==> src/rtl/sync_updown_srff_counter.sv <==
// sync_updown_srff_counter: modulo-N up/down counter whose state bits are
// modelled as SR flip-flops. A target value d is chosen (reset > load > en >
// hold) and converted into per-bit set/reset excitation; the register then
// applies q = s | (~r & q) on each rising edge.
//
// Build option: define SYNC_UPDOWN_SRFF_SATURATE_EN to make the counter stop
// at MODULUS-1 (counting up) and 0 (counting down) instead of wrapping.
// Terminal count is the same in both builds; wrap never pulses when saturating.

module sync_updown_srff_counter #(
  parameter int unsigned WIDTH   = 4,
  parameter int unsigned MODULUS = 16
) (
  input  logic             clk,
  input  logic             reset,
  input  logic             en,
  input  logic             up_dn,
  input  logic             load,
  input  logic [WIDTH-1:0] load_val,
  output logic [WIDTH-1:0] q,
  output logic             tc,
  output logic             wrap,
  output logic [WIDTH-1:0] s_vec,
  output logic [WIDTH-1:0] r_vec
);

  // Largest legal count; fits WIDTH bits because MODULUS <= 2**WIDTH.
  localparam logic [WIDTH-1:0] MAX_VAL = WIDTH'(MODULUS - 1);

  logic [WIDTH-1:0] cnt_q;
  logic [WIDTH-1:0] cnt_d;
  logic [WIDTH-1:0] tgt;
  logic             wrap_q;
  logic             wrap_d;
  logic             at_top;
  logic             at_bot;

  // Target selection, SR excitation and terminal count.
  always_comb begin
    at_top = (cnt_q == MAX_VAL);
    at_bot = (cnt_q == '0);
    tgt    = cnt_q;
    wrap_d = 1'b0;

    if (load) begin
      // Out-of-range load values clamp to the top of the count range.
      tgt = (load_val > MAX_VAL) ? MAX_VAL : load_val;
    end else if (en) begin
      if (up_dn) begin
        if (at_top) begin
`ifdef SYNC_UPDOWN_SRFF_SATURATE_EN
          tgt = cnt_q;
`else
          tgt    = '0;
          wrap_d = 1'b1;
`endif
        end else begin
          tgt = cnt_q + WIDTH'(1);
        end
      end else begin
        if (at_bot) begin
`ifdef SYNC_UPDOWN_SRFF_SATURATE_EN
          tgt = cnt_q;
`else
          tgt    = MAX_VAL;
          wrap_d = 1'b1;
`endif
        end else begin
          tgt = cnt_q - WIDTH'(1);
        end
      end
    end

    // Set only bits that must rise, reset only bits that must fall: never both.
    s_vec = tgt & ~cnt_q;
    r_vec = ~tgt & cnt_q;
    cnt_d = s_vec | (~r_vec & cnt_q);

    tc = up_dn ? at_top : at_bot;
  end

  // State register; reset overrides any pending excitation.
  always_ff @(posedge clk) begin
    if (reset) begin
      cnt_q  <= '0;
      wrap_q <= 1'b0;
    end else begin
      cnt_q  <= cnt_d;
      wrap_q <= wrap_d;
    end
  end

  assign q    = cnt_q;
  assign wrap = wrap_q;

endmodule

==> config.mk <==
export PLATFORM = sky130hd
export DESIGN_NAME = sync_updown_srff_counter
export DESIGN_NICKNAME = d
export VERILOG_FILES = /design/src/rtl/sync_updown_srff_counter.sv
export SDC_FILE = /design/constraint.sdc
export NUM_CORES = 1
export LEC_CHECK = 0
export ABC_CLOCK_PERIOD_IN_PS = 3070
export BUFFER_PORTS_ARGS = -buffer_cell sky130_fd_sc_hd__buf_4
export CORE_MARGIN = 5
export CORE_UTILIZATION = 25
export CTS_CLUSTER_SIZE = 8
export DETAILED_ROUTE_END_ITERATION = 12
export PLACE_DENSITY = 0.53
export SKIP_LAST_GASP = 1
export SYNTH_ARGS = -nofsm -noshare
export SYNTH_HDL_FRONTEND = slang
export SYNTH_SLANG_ARGS = --single-unit
export TNS_END_PERCENT = 1
==> constraint.sdc <==
create_clock -name clk -period 3.07 [get_ports clk]
set_clock_uncertainty 0.2 [all_clocks]
set_input_delay 0.4605 -clock clk [delete_from_list [all_inputs] [get_ports clk]]
set_output_delay 0.4605 -clock clk [all_outputs]
set_load 0.03 [all_outputs]
==> qor.yml, run 1 <==
start_util: 0.262
diodes: 0
tightest_slew_ns: 0.390
io-pin-count: 23
grt_pass1_wl_um: 1990
antenna_found_initial: 0
min_period_over_period: 0.860
route.detailed.drc: 0
drt_iter0_markers: 1
synthToLayoutAreaGrowth_pct: 44.3
cts_buffer_depth: 2
yosys.cell_count.top_type: "nor2_1"
synth-seq-cells: 5
final_layout_size_suffix_gt1_frac: 0.380
cts_tree: "built"
synth_nets: 68
die_w_um: 52.3
final_antenna_net_count: 0
yosysWarningCount: 0
critPathKind: "register to output pin"
ys_top_cells_by_area: "dfxtp_1 22%, nor2_1 8.4%, ha_1 5.6%"
totalWireLength_um: 1230
gp_congestion: 0.713
cp.arrival_ns: 1.98
synth_edf_count: 0
die_h_um: 52.3
netlist_area_um2: 447
coreArea_um2: 1710
post_cts_buffers: 0
power_frac_comb: 0.424
cp_data_required_time_ns: 2.41
relSlewSlack: 0.736
fin_util: 0.377
placedCellCount: 100
leakage_nw: 0.307
drtPass1Iterations: 3
io_buffers: 22
async_flop_share: 0
cts.sinks: 5
synth_top_cell_by_area: "dfxtp_1"
grt_pass1_vias: 453
p_seq_frac: 0.298
whs_ns: 0.226
htree_levels: 1
instances_no_fill: 104
p_switching_w: 0.000104
nets: 91
ctsHoldBuffers: 0
setup_violations: 0
viasPerCell: 4.70
die_area_um2: 2730
tns_ns: 0
grt_max_degree: 13
fmax_mhz: 379
yosysUniqueCellTypes: 30
n_fill_cell: 183
maxCapViolations: 0
synth_common_cells: "10 x nor2_1, 5 x dfxtp_1"
hold_path_class: "input pin to register"
intPower_w: 0.000168
synth.avg_cell_area_um2: 7.84
p_total_w: 0.000272
synth_top_area_frac: 0.224
netlist_instances: 57
rows: 15
hold_viol_final: 0
dp_hpwl_um: 966
synthFlopType: "dfxtp_1"
endpoint_kind: "output pin"
root_buffer: "clkbuf_4"
grt_setup_unrepaired: "no"
wl_per_cell_um: 11.8
status: "finished, final reports clean"
clkTransAtPathRegs_ns: 0.04
pwr-share-clk: 0.278
crit_fanout: 8
power_density_nw_per_um2: 421
period_needed_ns: 2.64
clk_latency_ns: 0.24
grt-ovfl-total: 0
numCtsBuffers: 3
cp-start-kind: "register"
irDropWorstVdd_mv: 0.301
sw_frac_of_total: 0.382
grtUsageTotal: 0.0975
drv_slew: 0
seq_area_frac_synth: 0.224
cts-resized-gates: 0
num_vias: 489
## registers in the layout, indices dropped and copies added (netlist names)
name / flops
wrap: 1
q: 4
## layout by cell type (no fill, tap or decap)
master,n
o21a_1,3
a211oi_1,3
a21oi_1,2
nor2_1,10
nand3_1,1
buf_4,22
a41o_2,1
o21ai_1,1
o211a_1,1
clkbuf_1,1
mux2_2,1
nor2b_1,3
mux2i_1,2
o41ai_1,1
and2_1,1
inv_1,2
nor4b_2,1
xnor2_1,1
inv_2,1
nand2_2,1
xor2_1,1
ha_1,2
clkbuf_4,3
dfxtp_1,5
a311o_1,1
o31a_1,1
nand4_1,2
and3_1,1
nand2_1,3
a31o_1,1
## worst paths after layout
check             startpoint         endpoint  slack [ns]  cells past startpoint
max          q[0]$_SDFF_PP0_         r_vec[0]        0.43                      7
min                    reset  q[1]$_SDFF_PP0_        0.23                      2
max reg2reg  q[0]$_SDFF_PP0_  q[0]$_SDFF_PP0_        1.19                      5
min reg2reg  q[3]$_SDFF_PP0_  q[3]$_SDFF_PP0_        0.53                      2
## power by group through the flow
stage	Sequential, W	Combinational, W	Clock, W
after global routing	0.0000823	0.000125	0.0000852
after detailed placement	0.0000821	0.000116	0
final	0.0000809	0.000115	0.0000756
after CTS	0.0000808	0.000117	0.0000782
after floorplan	0.0000871	0.0000717	0
after global placement	0.0000814	0.000116	0
## worst max-delay path: stages (launching register included)
cell      delay (ns)
dfxtp_1         0.46
inv_1           0.13
ha_1            0.24
nor4b_2         0.17
a211oi_1        0.39
nor2_1          0.09
nor2_1          0.09
buf_4           0.16
## layer usage
layer	global-route usage	wire length (µm)
met4	0.0128	0
met1	0.118	558
met5	0	0
met2	0.155	584
met3	0.0541	83
## per-stage QoR
stage	instance area, µm²	setup slack, ns
2_1_floorplan	447	0.471
3_3_place_gp	618	0.775
3_5_place_dp	618	0.696
4_1_cts	644	0.422
5_1_grt	644	0.229
6_report	644	0.430
## cell families after synthesis
group	synth area share
xor+xnor	0.0392
mux	0.0700
fa+ha+maj	0.0560
simple gates	0.266
buf+inv	0.0812
flops	0.224
compound gates	0.263
## area by class of cell
class / instances / area (µm²) / area share
clock buffer: 4 / 26.3 / 0.0408
inverter: 3 / 11.3 / 0.0175
multi-input combinational: 45 / 310 / 0.482
sequential: 5 / 100 / 0.155
tap: 25 / 31.3 / 0.0485
timing repair buffer: 22 / 165 / 0.256
No activity file was read; power rests on OpenSTA's default activity.
==> inputs of run 2 (changes only) <==
- ABC_AREA: unset -> 1
- PLACE_DENSITY: 0.53 -> 0.54
==> run 2 against run 1 <==
  * Sequential cell count is the same
  * Critical endpoint is now r_vec[1]
  * Highest routed layer is now met4
  * Worst setup slack gained 0.17 ns
  * Register-to-register slack gained 0.24 ns
  * Final cell count grew 4.8%
  * Critical path type unchanged
  * Clock power grew 5.2%
  * Power grew 1.1%
==> qor.yml, run 2 <==
tightest_slew_ns: 0.338  # was 0.390 ns
rr_endpoint: "q[2]$_SDFF_PP0_"  # was q[0]$_SDFF_PP0_
async_flop_share: 0  # unchanged
wl_per_cell_um: 10.6  # was 11.8 µm
instances_no_fill: 109  # was 104
r2r_slack_ns: 1.43  # was 1.19 ns
drtPass1Iterations: 4  # was 3
yosysUniqueCellTypes: 22  # was 30
final_layout_size_suffix_gt1_frac: 0.391  # was 0.380
synth-seq-cells: 5  # unchanged
die_w_um: 51.6  # was 52.3 µm
route.detailed.drc: 0  # unchanged
fin_util: 0.376  # was 0.377
cts_tree: "built"  # unchanged
diodes: 0  # unchanged
cts_buffer_depth: 2  # unchanged
totalWireLength_um: 1160  # was 1230 µm
power_density_nw_per_um2: 433  # was 421 nW/µm²
endpoint_kind: "output pin"  # unchanged
io_buffers: 22  # unchanged
crit_fanout: 7  # was 8
n_fill_cell: 190  # was 183
io-pin-count: 23  # unchanged
cp-start-kind: "register"  # unchanged
synth_common_cells: "11 x nand2_1, 9 x nor2_1, 7 x nand3_1"  # was 10 x nor2_1, 5 x dfxtp_1
cts-resized-gates: 0  # unchanged
gp_congestion: 0.801  # was 0.713
min_period_over_period: 0.804  # was 0.860
final_antenna_net_count: 0  # unchanged
fmax_mhz: 405  # was 379 MHz
num_vias: 515  # was 489
synth_top_area_frac: 0.231  # was 0.224
hold_end: "wrap$_SDFF_PP0_"  # was q[1]$_SDFF_PP0_
clk_latency_ns: 0.25  # was 0.24 ns
drv_slew: 0  # unchanged
coreArea_um2: 1690  # was 1710 µm²
tns_ns: 0  # unchanged
yosys.area_share.simple: 0.413  # was 0.266
ctsHoldBuffers: 0  # unchanged
root_buffer: "clkbuf_4"  # unchanged
grt-ovfl-total: 0  # unchanged
seq_area_frac_synth: 0.231  # was 0.224
p_total_w: 0.000275  # was 0.000272 W
synthMuxAreaShare: 0  # was 0.0700
crit_path_top_delay_cell: "dfxtp_1"  # unchanged
ys_top_cells_by_area: "dfxtp_1 23%, nand2_1 9.5%, nand3_1 8.1%"  # was dfxtp_1 22%, nor2_1 8.4%, ha_1 5.6%
cp_cell_sequence: "inv_2 -> ha_1 -> xnor2_1 -> nand2_1 -> o211ai_1 -> o21ai_2 -> and2_1 -> buf_4"  # was inv_1 -> ha_1 -> nor4b_2 -> a211oi_1 -> nor2_1 -> nor2_1 -> buf_4
cts.sinks: 5  # unchanged
drt_iter0_markers: 2  # was 1
synth_xor_area_frac: 0.0405  # was 0.0392
synth_edf_count: 0  # unchanged
synth_top_cell_by_area: "dfxtp_1"  # unchanged
final_common_cell: "buf_4"  # unchanged
maxCapViolations: 0  # unchanged
placedCellCount: 105  # was 100
die_area_um2: 2660  # was 2730 µm²
nets: 104  # was 91
hold_path_class: "input pin to register"  # unchanged
synth_compound_area_frac: 0.153  # was 0.263
slowest_delay_ns: 0.46  # about the same
post_cts_buffers: 0  # unchanged
cp.arrival_ns: 1.81  # was 1.98 ns
seqCellArea_um2: 100  # unchanged
critPathKind: "register to output pin"  # unchanged
yosysWarningCount: 0  # unchanged
setup_violations: 0  # unchanged
htree_levels: 1  # unchanged
largest_register_ffs: 4  # unchanged
netlist_area_um2: 433  # was 447 µm²
irDropWorstVdd_mv: 0.211  # was 0.301 mV
dp_hpwl_um: 933  # was 966 µm
status: "finished, final reports clean"  # unchanged
synth_nets: 78  # was 68
viasPerCell: 4.72  # was 4.70
final_cell_mix: "22 x buf_4, 11 x nand2_1, 9 x nor2_1"  # was 22 x buf_4, 10 x nor2_1, 5 x dfxtp_1
netlist_instances: 67  # was 57
rows: 15  # unchanged
period_needed_ns: 2.47  # was 2.64 ns
min_from: "load"  # was reset
synth.avg_cell_area_um2: 6.46  # was 7.84 µm²
synthFlopType: "dfxtp_1"  # unchanged
multi_input_area_um2: 288  # was 310 µm²
hold_viol_final: 0  # unchanged
clkTransAtPathRegs_ns: 0.04  # about the same
hold_depth: 2  # unchanged
synth_adder_area_share: 0.0578  # was 0.0560
grt_pass1_vias: 491  # was 453
die_h_um: 51.6  # was 52.3 µm
antenna_found_initial: 0  # unchanged
relSlewSlack: 0.774  # was 0.736
grtUsageTotal: 0.0976  # was 0.0975
numCtsBuffers: 3  # unchanged
yosys.cell_count.top_type: "nand2_1"  # was nor2_1
reg2reg_from: "q[0]$_SDFF_PP0_"  # unchanged
grt_max_degree: 10  # was 13
r2r_cells: 9  # was 5
synthToLayoutAreaGrowth_pct: 46.5  # was 44.3%
start_util: 0.256  # was 0.262
grt_pass1_wl_um: 1910  # was 1990 µm
synth_top_family_by_area: "simple AND/OR/NAND/NOR gates"  # unchanged
cp_data_required_time_ns: 2.41  # about the same
leakage_nw: 0.318  # was 0.307 nW
grt_setup_unrepaired: "no"  # unchanged
[run 2: report_power, final]
| part | total (W) | switching (W) | internal (W) | leakage (nW) |
|---|---|---|---|---|
| registers | 0.0000796 | 0.00000982 | 0.0000698 | 0.0414 |
| clock network | 0.0000795 | 0.0000301 | 0.0000493 | 0.0150 |
| logic | 0.000116 | 0.0000697 | 0.0000459 | 0.262 |
[run 2: through the flow]
step | worst slack, ns | hold WS [ns] | instance area (µm²)
after floorplan | 0.629 | 0.330 | 433
after global placement | 0.884 | 0.476 | 608
after detailed placement | 0.867 | 0.476 | 608
after CTS | 0.591 | 0.210 | 634
after global routing | 0.441 | 0.219 | 634
final | 0.603 | 0.214 | 634
[run 2: cell families (layout without fill, tap and decap cells)]
group,Yosys count,in the layout
and+or+nand+nor,37,37
AOI/OAI and AO/OA,11,11
buffers and inverters,10,35
DFF,5,5
adders and majority gates,2,2
xor gates and xnor gates,2,2
[run 2: worst max path at each step]
stage                    start       end  slack (ns)  cells after the start
5_1_grt        q[1]$_SDFF_PP0_  r_vec[1]        0.44                      8
4_1_cts        q[1]$_SDFF_PP0_  r_vec[1]        0.59                      8
3_5_place_dp   q[1]$_SDFF_PP0_  r_vec[1]        0.87                      8
3_3_place_gp   q[1]$_SDFF_PP0_  r_vec[1]        0.88                      8
6_report       q[0]$_SDFF_PP0_  r_vec[1]        0.60                      8
2_1_floorplan  q[0]$_SDFF_PP0_  r_vec[2]        0.63                      8
[run 2: cell type report]
cell class | count | share of cell area
inverters | 9 | 0.0533
clock buffers | 4 | 0.0414
multi-input cells | 52 | 0.454
well taps | 17 | 0.0335
repair buffers | 22 | 0.260
flip-flops and latches | 5 | 0.158
[run 2: per-layer routing]
layer / wire (µm) / track usage / vias up
met5: 0 / 0 / -
met4: 14 / 0.0655 / 0
met3: 87 / 0.0401 / 3
met2: 557 / 0.161 / 16
met1: 500 / 0.100 / 229
li1: - / - / 267
[run 2: worst max-delay path: cells and delay by family (launching register included)]
| kind | cells | cell delay [ns] |
|---|---|---|
| adder cells (fa/ha/maj) | 1 | 0.31 |
| AO/OA/AOI/OAI | 2 | 0.19 |
| AND/OR/NAND/NOR | 2 | 0.21 |
| flip-flops | 1 | 0.46 |
| XOR/XNOR | 1 | 0.13 |
| buffers and inverters | 2 | 0.26 |
==> inputs of run 3 (changes only) <==
- ABC_CLOCK_PERIOD_IN_PS: 3070 -> 2300
- clock period: 3.07 -> 2.3 ns (I/O delays scaled with it)
==> run 3 against run 2 <==
  * Die area stayed put
  * Design area is 7.1% higher
  * First-iteration DRC count grew to 2.5 times the previous value
  * Combinational power is 46% higher
  * Critical path depth stayed put
  * Via count is 0.78% higher
  * Wire length is 11% higher
  * Power is 37% higher
  * Worst setup slack worse by 0.45 ns
  * Final cell count is 1.8% higher
  * Largest power group unchanged
  * Highest routed layer is now met3
==> qor.yml, run 3 (same netlist as run 2, synthesis figures left out) <==
cts_buffer_depth: 2  # unchanged
route.detailed.drc: 0  # unchanged
final_common_cell: "buf_4"  # unchanged
final_cell_mix: "24 x buf_4, 10 x nand2_1, 9 x nor2_1"  # was 22 x buf_4, 11 x nand2_1, 9 x nor2_1
p_total_w: 0.000377  # was 0.000275 W
critPathKind: "register to output pin"  # unchanged
die_h_um: 51.6  # unchanged
tightest_slew_ns: 0.306  # was 0.338 ns
cts_tree: "built"  # unchanged
start_util: 0.256  # unchanged
final_antenna_net_count: 0  # unchanged
cts.sinks: 5  # unchanged
relSlewSlack: 0.796  # was 0.774
io-pin-count: 23  # unchanged
numCtsBuffers: 3  # unchanged
viasPerCell: 4.68  # was 4.72
grt-ovfl-total: 0  # unchanged
totalWireLength_um: 1290  # was 1160 µm
setup_violations: 0  # unchanged
status: "finished, final reports clean"  # unchanged
irDropWorstVdd_mv: 0.365  # was 0.211 mV
cp_data_required_time_ns: 1.75  # was 2.41 ns
hold_path_class: "input pin to register"  # unchanged
io_buffers: 22  # unchanged
diodes: 0  # unchanged
tns_ns: 0  # unchanged
leakage_nw: 0.331  # was 0.318 nW
htree_levels: 1  # unchanged
wl_per_cell_um: 11.6  # was 10.6 µm
power_density_nw_per_um2: 556  # was 433 nW/µm²
grt_setup_unrepaired: "no"  # unchanged
min_period_over_period: 0.935
maxCapViolations: 0  # unchanged
largest_register_ffs: 4  # unchanged
gp_congestion: 0.807  # was 0.801
clk_latency_ns: 0.24  # was 0.25 ns
period_needed_ns: 2.15
rows: 15  # unchanged
nets: 106  # was 104
grt_pass1_wl_um: 2130  # was 1910 µm
grt_max_degree: 10  # unchanged
die_w_um: 51.6  # unchanged
drtPass1Iterations: 4  # unchanged
endpoint_kind: "output pin"  # unchanged
preCtsSetupSlack_ns: 0.229  # was 0.867 ns
setup_slack_ns: 0.149  # was 0.603 ns
clkTransAtPathRegs_ns: 0.04  # about the same
hold_viol_final: 0  # unchanged
grt_pass1_vias: 494  # was 491
num_vias: 519  # was 515
fmax_mhz: 465
ctsHoldBuffers: 0  # unchanged
cp-start-kind: "register"  # unchanged
antenna_found_initial: 0  # unchanged
grtUsageTotal: 0.107  # was 0.0976
drv_slew: 0  # unchanged
cp.arrival_ns: 1.61  # was 1.81 ns
final_layout_size_suffix_gt1_frac: 0.479  # was 0.391
root_buffer: "clkbuf_4"  # unchanged
dp_hpwl_um: 1060  # was 933 µm
drt_iter0_markers: 5  # was 2
crit_fanout: 6  # was 7
die_area_um2: 2660  # unchanged
synthToLayoutAreaGrowth_pct: 56.9  # was 46.5%
coreArea_um2: 1690  # unchanged
[run 3: through the flow]
stage	area, µm²	instances	utilization	hold slack [ns]
after floorplan	437	67	-	0.214
after global placement	619	106	0.367	0.361
after detailed placement	619	106	0.367	0.362
after CTS	647	110	0.383	0.105
after global routing	679	111	0.402	0.107
final	679	111	0.402	0.109
[run 3: repair_timing]
action,4_1_cts,5_1_grt
buffers inserted,0,1
pin swaps,0,3
resized for setup,1,8
endpoints found under the setup margin,4,7
[run 3: report_power, final]
group          internal, W  switching (W)
logic            0.0000692      0.0000999
registers        0.0000934      0.0000128
clock network    0.0000656      0.0000364
[run 3: path summary, 6_finish.rpt]
path	from	end	slack [ns]	cells past startpoint
max reg2reg	q[1]$_SDFF_PP0_	q[2]$_SDFF_PP0_	0.85	9
max	q[1]$_SDFF_PP0_	r_vec[1]	0.15	8
min reg2reg	q[1]$_SDFF_PP0_	q[1]$_SDFF_PP0_	0.47	4
min	reset	q[0]$_SDFF_PP0_	0.11	2
[run 3: per-layer routing]
metal | wire [µm] | global-route usage | vias to the layer above
li1 | - | - | 274
met1 | 553 | 0.136 | 229
met2 | 634 | 0.167 | 16
met3 | 105 | 0.0487 | 0
met4 | 0 | 0.0131 | 0
met5 | 0 | 0 | -
[run 3: final cells by class]
class	count	area (µm²)
clock buffer	4	26.3
fill	190	1010
inverter	9	36.3
multi-input combinational	52	310
sequential	5	105
tap	17	21.3
timing repair buffer	24	180
[run 3: worst max-delay path, stage by stage, from the launching register on]
cell and delay (ns):
dfxtp_2 0.38, inv_2 0.06, ha_4 0.26, xnor2_1 0.10, nand2_1 0.07, o211ai_1 0.10
o21ai_2 0.09, and2_1 0.14, buf_4 0.16
